## config.mk

```make
export PLATFORM = sky130hd
export DESIGN_NAME = instr_sequencer
export DESIGN_NICKNAME = d
export VERILOG_FILES = /design/src/rtl/instr_sequencer_pkg.sv /design/src/rtl/instr_sequencer_pc_reg.sv /design/src/rtl/instr_sequencer.sv
export SDC_FILE = /design/constraint.sdc
export NUM_CORES = 1
export LEC_CHECK = 0
export CORE_ASPECT_RATIO = 0.9
export CORE_MARGIN = 2
export CORE_UTILIZATION = 42
export CTS_CLUSTER_DIAMETER = 60
export DETAILED_ROUTE_END_ITERATION = 16
export PLACE_DENSITY = 0.91
export SLEW_MARGIN = 40
export SYNTH_ARGS = -nofsm -noshare
export SYNTH_HDL_FRONTEND = slang
export SYNTH_SLANG_ARGS = --single-unit
```

## constraint.sdc

```tcl
create_clock -name clk -period 2.6 [get_ports clk]
set_clock_uncertainty 0.15 [all_clocks]
set_input_delay 0.78 -clock clk [delete_from_list [all_inputs] [get_ports clk]]
set_output_delay 0.78 -clock clk [all_outputs]
set_load 0.01 [all_outputs]
```

## src/rtl/instr_sequencer_pkg.sv

```systemverilog
// Machine-wide definitions for the 8-bit accumulator machine: opcodes,
// sequencer states and the default reset program counter.
package instr_sequencer_pkg;

  typedef enum logic [2:0] {
    OP_ACM  = 3'b000,
    OP_ACMI = 3'b001,
    OP_ADD  = 3'b010,
    OP_NAND = 3'b011,
    OP_BNZ  = 3'b100,
    OP_SLT  = 3'b101,
    OP_SW   = 3'b110,
    OP_LW   = 3'b111
  } opcode_e;

  typedef enum logic [2:0] {
    ST_IDLE   = 3'd0,
    ST_FETCH  = 3'd1,
    ST_DECODE = 3'd2,
    ST_MEM    = 3'd3,
    ST_EXEC   = 3'd4
  } state_e;

  localparam logic [7:0] RESET_PC_DEFAULT = 8'h00;

  // LW and SW share the 2'b11 prefix; both need a data memory access.
  function automatic logic is_mem_op(input logic [7:0] ir);
    return ir[7:6] == 2'b11;
  endfunction

endpackage

```

## src/rtl/instr_sequencer_pc_reg.sv

```systemverilog
// Program counter: holds, increments (wrapping) or loads a branch target.
module instr_sequencer_pc_reg #(
  parameter int              PC_W     = 8,
  parameter logic [PC_W-1:0] RESET_PC = '0
) (
  input  logic            clk,
  input  logic            rst_n,
  input  logic            inc_i,
  input  logic            load_i,
  input  logic [PC_W-1:0] load_val_i,
  output logic [PC_W-1:0] pc_o
);

  logic [PC_W-1:0] pc_q, pc_d;

  // Load wins over increment; the increment wraps naturally at 2^PC_W.
  always_comb begin
    pc_d = pc_q;
    if (load_i) begin
      pc_d = load_val_i;
    end else if (inc_i) begin
      pc_d = pc_q + PC_W'(1);
    end
  end

  always_ff @(posedge clk or negedge rst_n) begin
    if (!rst_n) begin
      pc_q <= RESET_PC;
    end else begin
      pc_q <= pc_d;
    end
  end

  assign pc_o = pc_q;

endmodule

```

## src/rtl/instr_sequencer.sv

```systemverilog
// Fetch/decode/mem/exec sequencer: owns PC and IR, arbitrates the shared
// memory between instruction fetch and data access, pulses commit per instruction.
module instr_sequencer
  import instr_sequencer_pkg::*;
#(
  parameter int              PC_W     = 8,
  parameter logic [PC_W-1:0] RESET_PC = PC_W'(RESET_PC_DEFAULT)
) (
  input  logic            clk,
  input  logic            rst_n,
  input  logic            run,
  output logic            mem_req,
  output logic            mem_we,
  output logic [PC_W-1:0] mem_addr,
  input  logic            mem_ready,
  input  logic [7:0]      mem_rdata,
  input  logic [7:0]      acc,
  input  logic            alu_nz,
  input  logic            brnch,
  output logic [7:0]      instr,
  output logic [7:0]      ld_data,
  output logic            commit,
  output logic [PC_W-1:0] pc,
  output logic            busy
);

  state_e     state_q, state_d;
  logic [7:0] ir_q, ir_d;
  logic [7:0] ld_q, ld_d;
  logic       pc_inc, pc_load;

  instr_sequencer_pc_reg #(
    .PC_W     (PC_W),
    .RESET_PC (RESET_PC)
  ) u_pc_reg (
    .clk        (clk),
    .rst_n      (rst_n),
    .inc_i      (pc_inc),
    .load_i     (pc_load),
    .load_val_i (PC_W'(acc)),
    .pc_o       (pc)
  );

  always_comb begin
    state_d  = state_q;
    ir_d     = ir_q;
    ld_d     = ld_q;
    mem_req  = 1'b0;
    mem_we   = 1'b0;
    mem_addr = pc;
    commit   = 1'b0;
    pc_inc   = 1'b0;
    pc_load  = 1'b0;
    unique case (state_q)
      ST_IDLE: begin
        if (run) state_d = ST_FETCH;
      end
      ST_FETCH: begin
        mem_req = 1'b1;
        if (mem_ready) begin
          ir_d    = mem_rdata;
          state_d = ST_DECODE;
        end
      end
      ST_DECODE: begin
        state_d = is_mem_op(ir_q) ? ST_MEM : ST_EXEC;
      end
      ST_MEM: begin
        mem_req  = 1'b1;
        mem_addr = PC_W'(acc);
        mem_we   = (ir_q[7:5] == OP_SW);
        if (mem_ready) begin
          if (ir_q[7:5] == OP_LW) ld_d = mem_rdata;
          state_d = ST_EXEC;
        end
      end
      ST_EXEC: begin
        // run is only honoured here and in IDLE, so a stop never splits an instruction.
        commit  = 1'b1;
        pc_load = brnch && alu_nz;
        pc_inc  = !(brnch && alu_nz);
        state_d = run ? ST_FETCH : ST_IDLE;
      end
      default: state_d = ST_IDLE;
    endcase
  end

  always_ff @(posedge clk or negedge rst_n) begin
    if (!rst_n) begin
      state_q <= ST_IDLE;
      ir_q    <= 8'h00;
      ld_q    <= 8'h00;
    end else begin
      state_q <= state_d;
      ir_q    <= ir_d;
      ld_q    <= ld_d;
    end
  end

  assign instr   = ir_q;
  assign ld_data = ld_q;
  assign busy    = (state_q != ST_IDLE);

endmodule

```

Word-level counts from Yosys, hierarchy flattened:

Cells that the tools add are included.

* output and inout bits: 36
* register bits after elaboration: 27
* word-level logic and storage cells: 38

* multiplexer cells: 14
* add/sub/neg operators: 1
* reductions and logical operators: 9
* eq/ne operators: 10

Operator list (count)
* two-way mux 8 bit: 3
* case mux 3 bit (5 select lines): 1
* two-way mux 3 bit: 4
* equality test 3 bit (second input constant): 3
* adder 8 x 1 -> 8 bit (second input constant): 1
* equality test 3 x 2 -> 1 bit (second input constant): 2
* two-way mux 1 bit: 6
* inequality test 2 bit (second input constant): 3
* AND reduction 3 bit: 2
* equality test 3 x 1 -> 1 bit (second input constant): 1
* logical NOT 3 bit: 1
* nonzero test 3 bit: 1
* equality test 2 bit (second input constant): 1
* AND reduction 2 bit: 1
* nonzero test 2 bit: 1
* OR reduction 2 bit: 1
* logical AND 1 bit: 1
* logical NOT 1 bit: 1

Longest topological paths before layout:

* depth after elaboration: 5
* mapped depth: 6
* depth with buffers taken out: 4

Cells and area by module:

From an unflattened synthesis, not the netlist that was laid out.

* cells, all modules: 115
* area total of the unflattened synthesis: 1343.8 sq um

By module, submodules not included
* instr_sequencer: cells each 66, times used 1, area each 893.4 sq um, sequential area each 475.5 sq um
* instr_sequencer_pc_reg: cells each 49, times used 1, area each 450.4 sq um, sequential area each 200.2 sq um

Worst setup path after synthesis:

Ideal clock, no wire load.

* path type: register -> output
* start point: reg state_q[0]
* end point: out commit
* cell stages (with the launch flop): 5
* setup slack: 0.472 ns
* arrival time: 1.198 ns
* data required time: 1.670 ns
* cells stage by stage: dfrtp_1 > or3b_1 > clkbuf_2 > inv_1 > buf_4

* cells in the longest elaborated chain, start to end: 2

Ends and longest elaborated chain
* start: declaration: RTL line instr_sequencer.sv:27 `state_e state_q, state_d;`
* start signal: assignment: RTL line instr_sequencer.sv:94 `state_q <= state_d;`
* equality test 3 bit: RTL line instr_sequencer.sv:54 `unique case (state_q)`
* two-way mux 1 bit: RTL line instr_sequencer.sv:54
* end: declaration: RTL line instr_sequencer.sv:22 `output logic commit,`

No other way between the ends.

Worst setup path in the final report:

* start point: in acc[2]
* end point: out mem_addr[2]

* cells in the longest elaborated chain, start to end: 1

Ends and longest elaborated chain
* start: declaration: RTL line instr_sequencer.sv:17 `input logic [7:0] acc,`
* two-way mux 8 bit: RTL line instr_sequencer.sv:54
* end: declaration: RTL line instr_sequencer.sv:14 `output logic [PC_W-1:0] mem_addr,`

No other way between the ends.

==> run summary <==
- status: completed
- final HPWL from detailed placement: 2860 um
- count of inserted antenna diode cells: 0
- Synth Cell Area: 1400 um^2
- Hold Crit Class: flop to flop
- via count of the first global-routing pass: 1357
- shortest clock period the worst path allows after layout: 2.55 ns
- wire length of the first global-routing pass: 6230 um
- Num CTS Buffers: 3
- global routing usage summed across all routing layers: 21.2%
- die width: 64.9 um
- number of cells in the finished layout apart from fillers: 231
- pwr/cell area: 1010 nW/um^2
- endpoint type of the worst setup path: output port
- Fillers: 222
- maximum resistive drop on vdd: 631 uV
- flop2flop setup slack: 0.71 ns
- buffer cell driving the clock tree root: sky130_fd_sc_hd__clkbuf_8
- total gr overflow: 0
- total number of H-tree levels: 1
- Post-synth EDFFs: 0
- number of port buffers: 57
- area share of the largest cell type after synthesis: 48.2%
- CP max stage cell: sky130_fd_sc_hd__clkdlybuf4s50_1
- total instance count after detailed placement: 227
- num rows: 19
- fin crit share: 98.1%
- Vias/cell: 5.49
- slew of the pin with the lowest slew margin: 0.451 ns
- arrival time of the worst setup path: 1.62 ns
- CTS tree: done
- y dimension of the die: 58.8 um
- number of primary I/O pins: 58
- tightest slew margin relative to the limit: 69.9%
- Worst-Skew Late Latency: 0.27 ns
- post-layout instance area: 2120 um^2
- DRT iter0 DRCs: 53
- Avg WL per Cell: 16.1 um
- sequential fraction of design power: 35.2%
- number of warnings printed during yosys synthesis: 0
- sequential-to-total area share from yosys stat: 48.2%
- peak clock frequency supported by timing: 0.392 GHz
- Hold Violations, Final: 0
- Post-Place Worst Slack: -0.313 ns
- kind of critical path: input pin to output port
- share of layout cells above drive strength 1: 28.0%
- Routed WL: 3710 um
- post-placement cell area: 2100 um^2
- Post-Synthesis Cells: 121
- number of nets in the synthesized netlist: 144
- max-capacitance violation count: 0
- Pins Over Slew Limit: 0
- Initial DRT Pass Iterations: 4
- largest net degree at the start of global routing: 28
- clock edge transition at the registers on the reported setup and hold paths: 0.09 ns
- post-route setup slack: 0.0495 ns
- number of clock sinks: 27
- Initial Utilization: 45.0%
- antenna viol nets, final: 0
- number of hold-repair buffers added at the cts stage: 0
- drt drc: 0
- element type at the critical path start: input pin
- biggest area consumer among synthesized cells: sky130_fd_sc_hd__dfrtp_1
- unrepaired setup endpoints after global routing: no
- biggest cell delay along the critical path: 0.44 ns
- share of synthesized flip-flops with an asynchronous set or reset: 100%
- setup repair bufs after CTS: 0
- switching portion of total power: 35.4%
- dominant synthesized flop cell: sky130_fd_sc_hd__dfrtp_1
- Switch Pwr: 0.756 mW
- net count reported at finish: 213
- die footprint: 3820 um^2
- CP max FO: 2
- synthesized area per cell: 11.6 um^2
- maximum count of clock buffers along a single path: 2
- total number of vias: 1269
- Synth area leaders: sky130_fd_sc_hd__dfrtp_1 48%, sky130_fd_sc_hd__mux2_2 19%, sky130_fd_sc_hd__nand2_1 2.4%, sky130_fd_sc_hd__mux2i_1 2.1%, sky130_fd_sc_hd__a21oi_1 1.8%
- synthesis-stage register bit count: 27
- total setup violations reported at the end of the flow: 0
- relative contribution of combinational cells to total power: 53.6%
- part of the total power dissipated in the clock network: 11.2%
- placeable core region: 3110 um^2
- initial antenna violation count: 0
- leakage component of the power: 0.932 nW
- Unique masters post-synth: 38
- gpl congestion: 0.796
- Pint: 1.38 mW
- required arrival time at the worst endpoint: 1.67 ns
- cell-by-cell trace of the critical path: clkdlybuf4s50_1 -> mux2_2 -> buf_2
- library cell with the highest instance count after synthesis: sky130_fd_sc_hd__dfrtp_1
- Area growth syn-to-layout: 50.9%
- most common library cells after synthesis: 27 x sky130_fd_sc_hd__dfrtp_1, 24 x sky130_fd_sc_hd__mux2_2, 9 x sky130_fd_sc_hd__nand2_1, 5 x sky130_fd_sc_hd__a21oi_1
==> power groups by stage <==
stage	logic (mW)	registers, mW	clock network (mW)
2_1_floorplan	0.476	0.812	0
3_3_place_gp	1.17	0.739	0
3_5_place_dp	1.21	0.753	0
4_1_cts	1.16	0.748	0.248
5_1_grt	1.24	0.775	0.265
6_report	1.15	0.752	0.240
==> metrics by stage <==
stage	util, %	TNS (ns)	power, mW	hold slack [ns]
floorplan	-	0	1.29	0.314
detailed placement	67.5	-2.22	1.96	0.345
global route	68.0	0	2.28	0.374
finish	68.0	0	2.14	0.366
CTS	68.0	0	2.15	0.367
global placement	67.5	-2.07	1.91	0.342
==> worst paths after layout <==
check / start / end / cells past startpoint
min in group asynchronous: rst_n / u_pc_reg.pc_o[6] / 2
max in group asynchronous: rst_n / state_q[0] / 2
worst min register to register: ld_data[0] / ld_data[0] / 1
worst min-delay path: ld_data[0] / ld_data[0] / 1
worst max-delay path: acc[2] / mem_addr[2] / 3
worst max register to register: state_q[2] / ld_data[1] / 4
==> cells by family (layout without fill, tap and decap cells) <==
logic type	count (synthesis)	after routing	synth area share (%)
DFF	27	27	48.2
buffers and inverters	7	75	2.41
xor gates and xnor gates	1	1	0.625
adders and majority gates	1	1	0.892
and+or+nand+nor	38	38	17.0
muxes	27	27	21.4
AOI/OAI and AO/OA	20	20	9.55
==> worst max-delay path: cells and delay by family <==
kind     cells  cell delay, ns
buf+inv      2            0.58
mux          1            0.27
==> flip-flops by register name, indices dropped and copies added (netlist names) <==
name and count:
instr 8, u_pc_reg.pc_o 8, ld_data 8, state_q 3
==> cell type report <==
class                           instances  area, um^2  share of cell area, %
Timing Repair Buffer                   69         639                   30.2
Tap cell                               42        52.6                   2.48
Sequential cell                        27         676                   31.9
Clock inverter                          1        7.51                  0.355
Multi-Input combinational cell         87         693                   32.7
Inverter                                2        7.51                  0.355
Clock buffer                            3        41.3                   1.95
==> layer usage <==
metal	part of all wire, %	GRT usage [%]	vias up	routed length, um
li1	-	-	583	-
met2	53	38.3	49	1970
met4	2.9	7.60	0	107
met3	5.5	4.21	8	206
met1	38	25.4	629	1430
met5	0	0	-	0
==> timing repair <==
action | 4_1_cts | 5_1_grt
hold endpoints to repair | 0 | 0
setup endpoints to repair | 11 | 0
resized for setup | 35 | 0
==> layout by cell type, fill, tap and decap left out, types with 4 or more instances in the layout <==
cell type	instances
sky130_fd_sc_hd__clkdlybuf4s50_1	44
sky130_fd_sc_hd__dfrtp_1	27
sky130_fd_sc_hd__mux2_2	24
sky130_fd_sc_hd__buf_4	11
sky130_fd_sc_hd__nand2_1	9
sky130_fd_sc_hd__buf_2	6
sky130_fd_sc_hd__a21oi_1	5
sky130_fd_sc_hd__dlygate4sd2_1	5
sky130_fd_sc_hd__nand3_1	4
sky130_fd_sc_hd__nor2_1	4
Note: power is estimated with default switching activity, not from simulation.
